==> config.mk <==
export PLATFORM = sky130hd
export DESIGN_NAME = sdu_debug_hub
export DESIGN_NICKNAME = d
export VERILOG_FILES = /design/src/rtl/sdu_debug_pkg.sv /design/src/rtl/sdu_bp_match.sv /design/src/rtl/sdu_debug_hub.sv
export SDC_FILE = /design/constraint.sdc
export NUM_CORES = 1
export LEC_CHECK = 0
export ABC_AREA = 0
export CAP_MARGIN = 20
export CORE_AREA = 3 3 281 283
export DETAILED_ROUTE_END_ITERATION = 8
export DIE_AREA = 0 0 284 286
export HOLD_SLACK_MARGIN = 0.05
export MAX_ROUTING_LAYER = met4
export PLACE_DENSITY = 0.78
export SLEW_MARGIN = 20
export SYNTH_ARGS = -nofsm -noshare
export SYNTH_HDL_FRONTEND = slang
export SYNTH_HIERARCHICAL = 1
export SYNTH_SLANG_ARGS = --single-unit
==> constraint.sdc <==
create_clock -name clk -period 20.6 [get_ports clk]
set_input_delay 5.15 -clock clk [delete_from_list [all_inputs] [get_ports clk]]
set_output_delay 5.15 -clock clk [all_outputs]
set_load 0.05 [all_outputs]
==> src/rtl/sdu_debug_pkg.sv <==
// sdu_debug_pkg: opcodes, FSM states and stop causes shared by the debug hub
package sdu_debug_pkg;
   localparam logic [2:0] OP_NOP     = 3'd0;
   localparam logic [2:0] OP_STEP    = 3'd1;
   localparam logic [2:0] OP_RUN     = 3'd2;
   localparam logic [2:0] OP_HALT    = 3'd3;
   localparam logic [2:0] OP_SET_BP  = 3'd4;
   localparam logic [2:0] OP_CLR_BP  = 3'd5;
   localparam logic [2:0] OP_CLR_CNT = 3'd6;
   typedef enum logic [1:0] {HALT, RUN, STEP, SNAP} state_t;
   typedef enum logic [1:0] {CAUSE_RESET, CAUSE_HOST, CAUSE_STEP, CAUSE_BP} cause_t;
endpackage

==> src/rtl/sdu_bp_match.sv <==
// sdu_bp_match: breakpoint slot registers and PC comparators producing hit
module sdu_bp_match #(
   parameter int W   = 32,
   parameter int NBP = 4,
   parameter int IW  = 2
) (
   input  logic          clk,
   input  logic          rst,
   input  logic          wr,
   input  logic          clr,
   input  logic [IW-1:0] idx,
   input  logic [W-1:0]  addr,
   input  logic [W-1:0]  pc,
   output logic          hit
);
   logic [W-1:0]   bp_addr [NBP];
   logic [NBP-1:0] bp_en;

   always_ff @(posedge clk) begin
      if (rst) begin
         bp_en <= '0;
         for (int i = 0; i < NBP; i++) bp_addr[i] <= '0;
      end else begin
         for (int i = 0; i < NBP; i++) begin
            if (wr && idx == IW'(i)) begin
               bp_addr[i] <= addr;
               bp_en[i]   <= 1'b1;
            end
            if (clr && idx == IW'(i)) bp_en[i] <= 1'b0;
         end
      end
   end

   always_comb begin
      hit = 1'b0;
      for (int i = 0; i < NBP; i++) hit = hit | (bp_en[i] && pc == bp_addr[i]);
   end
endmodule

==> src/rtl/sdu_debug_hub.sv <==
// sdu_debug_hub: CPU run control (halt/step/run/breakpoints) with stop-time probe snapshot and read port
module sdu_debug_hub
   import sdu_debug_pkg::*;
#(
   parameter int W    = 32,
   parameter int NCH  = 19,
   parameter int NBP  = 4,
   parameter int CNTW = 32,
   localparam int IW  = NBP > 1 ? $clog2(NBP) : 1,
   localparam int SW  = $clog2(NCH + 2)
) (
   input  logic             clk,
   input  logic             rst,
   input  logic [NCH*W-1:0] probe_i,
   input  logic [W-1:0]     pc_chk,
   input  logic             cmd_valid,
   output logic             cmd_ready,
   input  logic [2:0]       cmd_op,
   input  logic [IW-1:0]    cmd_idx,
   input  logic [W-1:0]     cmd_arg,
   output logic             cpu_ce,
   output logic             halted,
   input  logic [SW-1:0]    rd_sel,
   output logic [W-1:0]     rd_data,
   output logic             err
);
   state_t          state;
   cause_t          pend, stop_cause;
   logic            first, hit, host_halt, bad_cmd, bp_wr, bp_clr;
   logic [W-1:0]    step_cnt, status, rd_mux;
   logic [CNTW-1:0] cycle_cnt;
   logic [W-1:0]    snap [NCH];

   assign cmd_ready = 1'b1;
   assign halted    = state == HALT;
   assign host_halt = cmd_valid && cmd_op == OP_HALT;
   assign bad_cmd   = cmd_valid && !halted && cmd_op != OP_HALT && cmd_op != OP_NOP;
   assign bp_wr     = cmd_valid && halted && cmd_op == OP_SET_BP;
   assign bp_clr    = cmd_valid && halted && cmd_op == OP_CLR_BP;
   // first lets RUN resume past the breakpoint the CPU is currently parked on
   assign cpu_ce    = !rst && (state == STEP || (state == RUN && !(hit && !first)));
   assign status    = {{(W-4){1'b0}}, stop_cause, err, halted};

   sdu_bp_match #(.W(W), .NBP(NBP), .IW(IW)) u_bp (
      .clk  (clk),
      .rst  (rst),
      .wr   (bp_wr),
      .clr  (bp_clr),
      .idx  (cmd_idx),
      .addr (cmd_arg),
      .pc   (pc_chk),
      .hit  (hit)
   );

   always_comb
      rd_mux = int'(rd_sel) < NCH ? snap[rd_sel] :
               int'(rd_sel) == NCH ? W'(cycle_cnt) :
               int'(rd_sel) == NCH + 1 ? status : '0;

   always_ff @(posedge clk) begin
      if (rst) begin
         state      <= HALT;
         pend       <= CAUSE_RESET;
         stop_cause <= CAUSE_RESET;
         first      <= 1'b0;
         err        <= 1'b0;
         step_cnt   <= '0;
         cycle_cnt  <= '0;
         rd_data    <= '0;
         for (int k = 0; k < NCH; k++) snap[k] <= '0;
      end else begin
         rd_data <= rd_mux;
         if (cpu_ce) cycle_cnt <= cycle_cnt + 1'b1;
         if (bad_cmd) err <= 1'b1;
         case (state)
            HALT: begin
               if (cmd_valid && cmd_op == OP_STEP) begin
                  state    <= STEP;
                  step_cnt <= cmd_arg == '0 ? W'(1) : cmd_arg;
               end
               if (cmd_valid && cmd_op == OP_RUN) begin
                  state <= RUN;
                  first <= 1'b1;
               end
               if (cmd_valid && cmd_op == OP_CLR_CNT) cycle_cnt <= '0;
            end
            RUN: begin
               first <= 1'b0;
               if (hit && !first) begin
                  state <= SNAP;
                  pend  <= CAUSE_BP;
               end else if (host_halt) begin
                  state <= SNAP;
                  pend  <= CAUSE_HOST;
               end
            end
            STEP: begin
               step_cnt <= step_cnt - 1'b1;
               if (step_cnt == W'(1)) begin
                  state <= SNAP;
                  pend  <= CAUSE_STEP;
               end else if (host_halt) begin
                  state <= SNAP;
                  pend  <= CAUSE_HOST;
               end
            end
            default: begin
               for (int k = 0; k < NCH; k++) snap[k] <= probe_i[k*W +: W];
               stop_cause <= pend;
               state      <= HALT;
            end
         endcase
      end
   end
endmodule
==> results of run 1 <==
-- kinds of logic after synthesis --
kind of cell / Yosys count / synth area share [%]
other: 1 / 0.00971
adder cells (fa/ha/maj): 10 / 0.324
AO/OA/AOI/OAI: 260 / 4.62
multiplexers: 237 / 10.4
XOR/XNOR: 139 / 3.15
AND/OR/NAND/NOR: 1093 / 16.8
flip-flops: 844 / 62.8
buffers and inverters: 190 / 1.89
-- layer usage --
| layer | GRT usage [%] |
|---|---|
| met1 | 39.2 |
| met2 | 49.6 |
| met3 | 6.98 |
| met4 | 10.5 |
| met5 | - |
-- metrics by stage --
step	hold slack (ps)	area (sq um)	cells	setup WS [ps]
4_1_cts	484	49600	4548	6250
2_1_floorplan	446	38600	2774	6610
3_3_place_gp	466	46800	4391	6380
5_1_grt	493	49700	4589	6130
3_5_place_dp	476	46800	4391	6280
==> flow_summary_export.csv, run 1 <==
group,metric,value,unit
synth,synth_enable_flop_cells,736,
global_routing,antenna_found_initial,43,
clocking,cts_root_buffer,"clkbuf_16",
synth,synth_ff_type,"edfxtp_1",
synth,ys_top_cells_by_area,"edfxtp_1 57%, and2_1 11%, mux4_2 7.5%",
clocking,postCtsHoldBufs,0,
die,die_w,284,um
synth,yosysWarnings,6,
global_routing,grt_pass1_wl,176000,um
synth,synth_top_area_share,57.2,%
synth,ys_seq_elements,844,
clocking,cts.sinks,844,
die,io_pins,721,
placed_design,place_hpwl,93000,um
clocking,cts_buffer_depth,3,
global_routing,grt_pass1_vias,25551,
global_routing,overflow,0,
clocking,cts_inserted_buffers,87,
global_routing,grt.total_usage,30.9,%
synth,synth-async-reset-ratio,0,%
synth,synthesis.nets,3469,
placed_design,portBuffers,719,
synth,yosysSeqAreaShare,62.8,%
status,status,"stopped before the end",
synth,ys_types,67,
synth,synth_top_area_cell,"edfxtp_1",
clocking,postCtsSetupRepairBufs,0,
status,firstError,"[ERROR DRT-0255] Maze Route cannot find path of net probe_i[537] in worker of routeBox ( 241500 96600 ) ( 284000 144900 ).",
synth,synth.most_common_cell,"edfxtp_1",
die,initial_core_util,50.2,%
die,core.rowCount,102,
synth,ys_top_cells_by_count,"736 x edfxtp_1, 704 x and2_1, 144 x clkbuf_1, 128 x mux4_2, 125 x xor2_1",
placed_design,place_congestion,0.938,
synth,syn_area,38600,sq um
die,dieHeight,286,um
global_routing,grt_max_degree,256,
status,lastStage,"5_2_route",
synth,synth_cells,2774,
synth,syn_area_per_cell,13.9,sq um
clocking,post_cts_resized,0,
clocking,htree_num_levels,3,
==> run 2, diff against run 1 <==
--- a/config.mk
+++ b/config.mk
@@ -7,12 +7,10 @@
 export LEC_CHECK = 0
 export ABC_AREA = 0
 export CAP_MARGIN = 20
-export CORE_AREA = 3 3 281 283
+export CORE_MARGIN = 3
+export CORE_UTILIZATION = 40
 export DETAILED_ROUTE_END_ITERATION = 8
-export DIE_AREA = 0 0 284 286
-export HOLD_SLACK_MARGIN = 0.05
-export MAX_ROUTING_LAYER = met4
-export PLACE_DENSITY = 0.78
+export PLACE_DENSITY_LB_ADDON = 0.15
 export SLEW_MARGIN = 20
 export SYNTH_ARGS = -nofsm -noshare
 export SYNTH_HDL_FRONTEND = slang
==> run 2 against run 1 <==
Net effect: the flow now finishes without violations; global-route usage shrank 6.0 points; synthesized cell count unchanged; synthesized area is the same.
==> flow_summary_export.csv, run 2 <==
group,metric,value,unit
clocking,insertion_delay,660,ps
setup_path,cp.required,15450,ps
timing,holdWs,482,ps
die,initial_core_util,40.5,%
timing,finalSetupViolations,0,
synth,synth_enable_flop_cells,736,
layout,largest_reg_flops,608,
synth,ys_seq_elements,844,
synth,synth.most_common_cell,"edfxtp_1",
pwr,seq_power_share,47.1,%
pwr,power_density,83.7,nW/um^2
pwr,power_leakage,18.3,nW
timing,slew_viol_final,0,
synth,synth-async-reset-ratio,0,%
setup_path,cp_num_buf_inv,2,
die,dieArea,100000,sq um
status,status,"completed",
drt,wl_per_cell,26.4,um
timing,worst_slew_pin_slew,1110,ps
layout,drive_above_1_share,10.2,%
global_routing,grt_pass1_wl,180000,um
synth,synth_ff_type,"edfxtp_1",
clocking,cts_tree,"built",
synth,yosysWarnings,6,
clocking,postCtsSetupRepairBufs,0,
placed_design,portBuffers,719,
timing,clock.fmax,72.1,MHz
timing,clock_skew,21.3,ps
drt,firstDrtPassIters,5,
synth,ys_top_cells_by_area,"edfxtp_1 57%, and2_1 11%, mux4_2 7.5%",
setup_path,critPathArrivalTime,8720,ps
placed_design,place_congestion,0.888,
die,io_pins,721,
synth,synthesis.nets,3469,
synth,synth_top_area_cell,"edfxtp_1",
clocking,htree_num_levels,3,
layout,largest-register,"snap",
timing,slew_headroom,24.8,%
pwr,intPower,3.14,mW
global_routing,antenna_found_initial,34,
die,core.rowCount,113,
synth,synth_cells,2774,
setup_path,end_kind,"output port",
clocking,cts.sinks,844,
clocking,postCtsHoldBufs,0,
pwr,p_comb_share,14.5,%
job,cap_viol_max_count,0,
layout,fin_nets,4142,
setup_path,critPathKind,"in2out",
pwr,p_sw,1.05,mW
drt,ant_nets,0,
synth,ys_types,67,
layout,area_delta_synth_final,29.7,%
clocking,cts_root_buffer,"clkbuf_16",
layout,top_regs,"snap: 608 flops, u_bp/bp_addr: 128 flops",
setup_path,cp_max_fo,12,
global_routing,grt_max_degree,296,
drt,vias,25368,
global_routing,grt_pass1_vias,26264,
layout,layout_commonest_cell,"edfxtp_1",
timing,period_minus_slack,13870,ps
clocking,cts.clk_slew.worst_paths,60,ps
die,dieHeight,317,um
drt,drc,0,
synth,syn_area,38600,sq um
timing,rsz0062_at_grt,"no",
global_routing,grt.total_usage,25.0,%
die,die_w,317,um
timing,fin_setup_tns,0,ps
drt,vias_per_cell,5.28,
setup_path,crit_slowest_cell,"clkdlybuf4s50_1",
drt,drt_iter0_drc,2041,
pwr,p_clk_share,38.3,%
synth,yosysSeqAreaShare,62.8,%
synth,syn_area_per_cell,13.9,sq um
die,core_region_area,95400,sq um
clocking,cts_inserted_buffers,93,
hold_path,hp-class,"reg2reg",
timing,post-route-period-util,67.3,%
placed_design,place_hpwl,94200,um
layout,layout_common_cells,"736 x edfxtp_1, 714 x clkdlybuf4s50_1, 704 x and2_1",
synth,synth_top_area_share,57.2,%
clocking,cts_buffer_depth,3,
setup_path,cp_top_family,"simple AND/OR/NAND/NOR gates",
synth,ys_top_cells_by_count,"736 x edfxtp_1, 704 x and2_1, 144 x clkbuf_1, 128 x mux4_2, 125 x xor2_1",
pwr,ir_worst_vdd,0.0529,mV
timing,hold_viol,0,
setup_path,crit_chain,"clkdlybuf4s50_1 > xor2_1 > nor4_1 > nand4_1 > nor3_1 > or4_1 > nand2b_1 > a21oi_2 > nor2_1 > clkdlybuf4s50_1",
pwr,swShare,25.1,%
setup_path,max_stage_delay,770,ps
setup_path,start_kind,"primary input",
setup_path,cpMostUsedCell,"clkdlybuf4s50_1",
drt,routed_wl,127000,um
clocking,post_cts_resized,0,
global_routing,overflow,0,
==> run 2: cell counts after synthesis <==
No cell type changed its count.
==> run 2: cell families after synthesis <==
family	after synthesis	share of synthesized area, %
AND/OR/NAND/NOR	1093	16.8
flip-flops	844	62.8
AO/OA/AOI/OAI	260	4.62
multiplexers	237	10.4
buffers and inverters	190	1.89
XOR/XNOR	139	3.15
adder cells (fa/ha/maj)	10	0.324
other	1	0.00971
==> run 2: worst min-delay path, stage by stage, from the launching register on <==
cell	delay, ps
dfxtp_1	320
a21oi_1	60
nor2_1	70
==> run 2: per-layer routing <==
layer	up-vias	routed length [um]	track usage [%]
li1	11606	-	-
met5	-	188	0
met1	12632	49900	31.4
met4	26	3570	7.57
met3	197	7440	4.89
met2	907	65500	43.6
==> run 2: layout make-up <==
| type | instances | area [sq um] |
|---|---|---|
| flip-flops and latches | 844 | 24300 |
| clock buffers | 115 | 2470 |
| fillers | 8043 | 45300 |
| clock inverters | 49 | 434 |
| inverters | 14 | 52.6 |
| multi-input cells | 1740 | 13700 |
| well taps | 1265 | 1580 |
| repair buffers | 754 | 7520 |
| diodes | 20 | 50.0 |
==> run 2: worst paths after layout <==
check / from / to / slack [ps] / depth (start not counted)
worst max-delay path: pc_chk[1] / cpu_ce / 6730 / 10
worst min-delay path: first / first / 480 / 2
worst max register to register: state[0] / snap[6][15] / 16260 / 5
worst min register to register: first / first / 480 / 2
==> run 2: power groups by stage <==
stage | clock (mW) | combinational, mW | sequential [mW]
after global placement | 0 | 0.606 | 2.01
after global routing | 1.71 | 0.658 | 1.98
after detailed placement | 0 | 0.611 | 2.01
final | 1.61 | 0.609 | 1.98
after floorplan | 0 | 0.314 | 2.03
after CTS | 1.64 | 0.613 | 1.98
==> run 2: stage by stage <==
| step | area (sq um) | worst slack [ps] | instances | util [%] | power (mW) |
|---|---|---|---|---|---|
| final | 50100 | 6730 | 4801 | 52.5 | 4.19 |
| after global placement | 47100 | 6390 | 4616 | 49.3 | 2.61 |
| after CTS | 50000 | 6320 | 4780 | 52.4 | 4.23 |
| after floorplan | 38600 | 6610 | 2774 | - | 2.34 |
| after global routing | 50100 | 6410 | 4794 | 52.5 | 4.35 |
| after detailed placement | 47100 | 6330 | 4616 | 49.3 | 2.62 |
Power figures use the tool's default switching activity.
==> run 3, diff against run 2 <==
==> constraint.sdc (replaced) <==
create_clock -name clk -period 11.86 [get_ports clk]
set_input_delay 2.965 -clock clk [delete_from_list [all_inputs] [get_ports clk]]
set_output_delay 2.965 -clock clk [all_outputs]
set_load 0.05 [all_outputs]
==> run 3 against run 2 <==
Net effect: non-clock buffer count is 1 higher; sequential power is 73% higher; first-iteration DRC count is 10% higher; clock skew is 2.7 ps lower; hold slack lost 3.0 ps; clock power grew 78%; wire length shrank 0.71%; final area is 0.30% higher; count of clock-buffer cells in the layout up 11; critical endpoint unchanged; largest power group unchanged; highest routed layer unchanged.
==> flow_summary_export.csv, run 3 (same netlist as run 2, synthesis figures left out) <==
group,metric,value,unit
status,status,"completed",
die,dieArea,100000,sq um
timing,worst_slew_pin_slew,1150,ps
die,initial_core_util,40.5,%
pwr,p_comb_share,14.4,%
timing,rsz0062_at_grt,"no",
pwr,swShare,25.1,%
pwr,intPower,5.51,mW
setup_path,crit_slowest_cell,"clkdlybuf4s50_1",
clocking,cts_root_buffer,"clkbuf_16",
setup_path,cp_num_buf_inv,2,
drt,wl_per_cell,26.1,um
global_routing,overflow,0,
pwr,ir_worst_vdd,0.104,mV
setup_path,max_stage_delay,780,ps
clocking,htree_num_levels,3,
drt,ant_nets,0,
clocking,cts.clk_slew.worst_paths,60,ps
placed_design,portBuffers,719,
layout,layout_common_cells,"736 x edfxtp_1, 714 x clkdlybuf4s50_1, 704 x and2_1",
setup_path,crit_chain,"clkdlybuf4s50_1 > xor2_1 > nor4_1 > nand4_1 > nor3_1 > or4_1 > nand2b_1 > a21oi_2 > nor2_1 > clkdlybuf4s50_1",
timing,slew_headroom,22.8,%
setup_path,start_kind,"primary input",
layout,largest_reg_flops,608,
clocking,postCtsHoldBufs,0,
timing,finalSetupViolations,0,
pwr,seq_power_share,46.6,%
pwr,p_clk_share,39.0,%
global_routing,grt.total_usage,24.7,%
setup_path,cp.required,8900,ps
clocking,cts_inserted_buffers,94,
setup_path,cp_top_family,"simple AND/OR/NAND/NOR gates",
timing,clock.fmax,104,MHz
global_routing,grt_pass1_vias,26704,
setup_path,cpMostUsedCell,"clkdlybuf4s50_1",
layout,final_util,52.6,%
clocking,cts_buffer_depth,3,
layout,drive_above_1_share,10.3,%
job,cap_viol_max_count,0,
die,io_pins,721,
die,core_region_area,95400,sq um
timing,clock_skew,18.6,ps
pwr,power_leakage,18.3,nW
layout,top_regs,"snap: 608 flops, u_bp/bp_addr: 128 flops",
placed_design,place_congestion,0.897,
drt,routed_wl,126000,um
layout,layout_commonest_cell,"edfxtp_1",
setup_path,end_kind,"output port",
timing,timing.final.ws_setup,2230,ps
pwr,p_sw,1.85,mW
clocking,cts_tree,"built",
die,dieHeight,317,um
drt,drc,0,
clocking,insertion_delay,660,ps
global_routing,antenna_found_initial,40,
global_routing,grt_max_degree,316,
setup_path,critPathKind,"in2out",
setup_path,critPathArrivalTime,6670,ps
drt,drt_iter0_drc,2248,
layout,area_delta_synth_final,30.1,%
global_routing,grt_pass1_wl,180000,um
clocking,postCtsSetupRepairBufs,0,
layout,filler_cell_count,8105,
placed_design,place_hpwl,93400,um
timing,period_minus_slack,9630,ps
drt,vias,25408,
clocking,post_cts_resized,0,
clocking,cts.sinks,844,
die,die_w,317,um
pwr,power_density,147,nW/um^2
hold_path,hp-class,"reg2reg",
timing,post-route-period-util,81.2,%
die,core.rowCount,113,
layout,fin_nets,4144,
placed_design,place_ws,1890,ps
drt,vias_per_cell,5.27,
timing,holdWs,479,ps
timing,fin_setup_tns,0,ps
setup_path,cp_max_fo,12,
timing,slew_viol_final,0,
drt,firstDrtPassIters,5,
layout,largest-register,"snap",
timing,hold_viol,0,
## run 3: worst reg2reg max path: stages, from the launching register on
cell and delay [ps]:
dfxtp_1 380, inv_1 180, ha_1 510, nand3_1 170
nor3_1 900, a31o_2 960
## run 3: power groups by stage
stage	Clock (mW)	Sequential (mW)	Combinational, mW
after floorplan	0	3.52	0.546
after global placement	0	3.48	1.05
after detailed placement	0	3.49	1.06
after CTS	2.93	3.43	1.06
after global routing	3.06	3.44	1.14
final	2.87	3.43	1.06
## run 3: layer usage
layer,track usage (%),vias to the layer above,wire (um)
met5,0,-,182
li1,-,11646,-
met3,5.06,162,7420
met2,43.7,855,65500
met1,30.6,12721,49400
met4,7.55,24,3140
## run 3: path summary, 6_finish.rpt
kind                 from  slack (ps)                   to  cells past startpoint
max reg2reg      state[1]        8310  u_bp/bp_addr[3][26]                      5
min          step_cnt[14]         480         step_cnt[14]                      2
min reg2reg  step_cnt[14]         480         step_cnt[14]                      2
max             pc_chk[1]        2230               cpu_ce                     10
## run 3: cell type report
cell class	count	area [sq um]	share of cell area [%]
inverters	14	52.6	0.105
clock inverters	48	435	0.867
well taps	1265	1580	3.15
repair buffers	755	7540	15.0
clock buffers	126	2590	5.15
flip-flops and latches	844	24300	48.3
diodes	28	70.1	0.139
multi-input cells	1740	13700	27.3
## run 3: per-stage QoR
| stage | power, mW | instances | area [sq um] |
|---|---|---|---|
| 2_1_floorplan | 4.07 | 2774 | 38600 |
| 3_3_place_gp | 4.53 | 4616 | 47100 |
| 3_5_place_dp | 4.55 | 4616 | 47100 |
| 4_1_cts | 7.42 | 4790 | 50100 |
| 5_1_grt | 7.64 | 4808 | 50200 |
| 6_report | 7.36 | 4820 | 50200 |
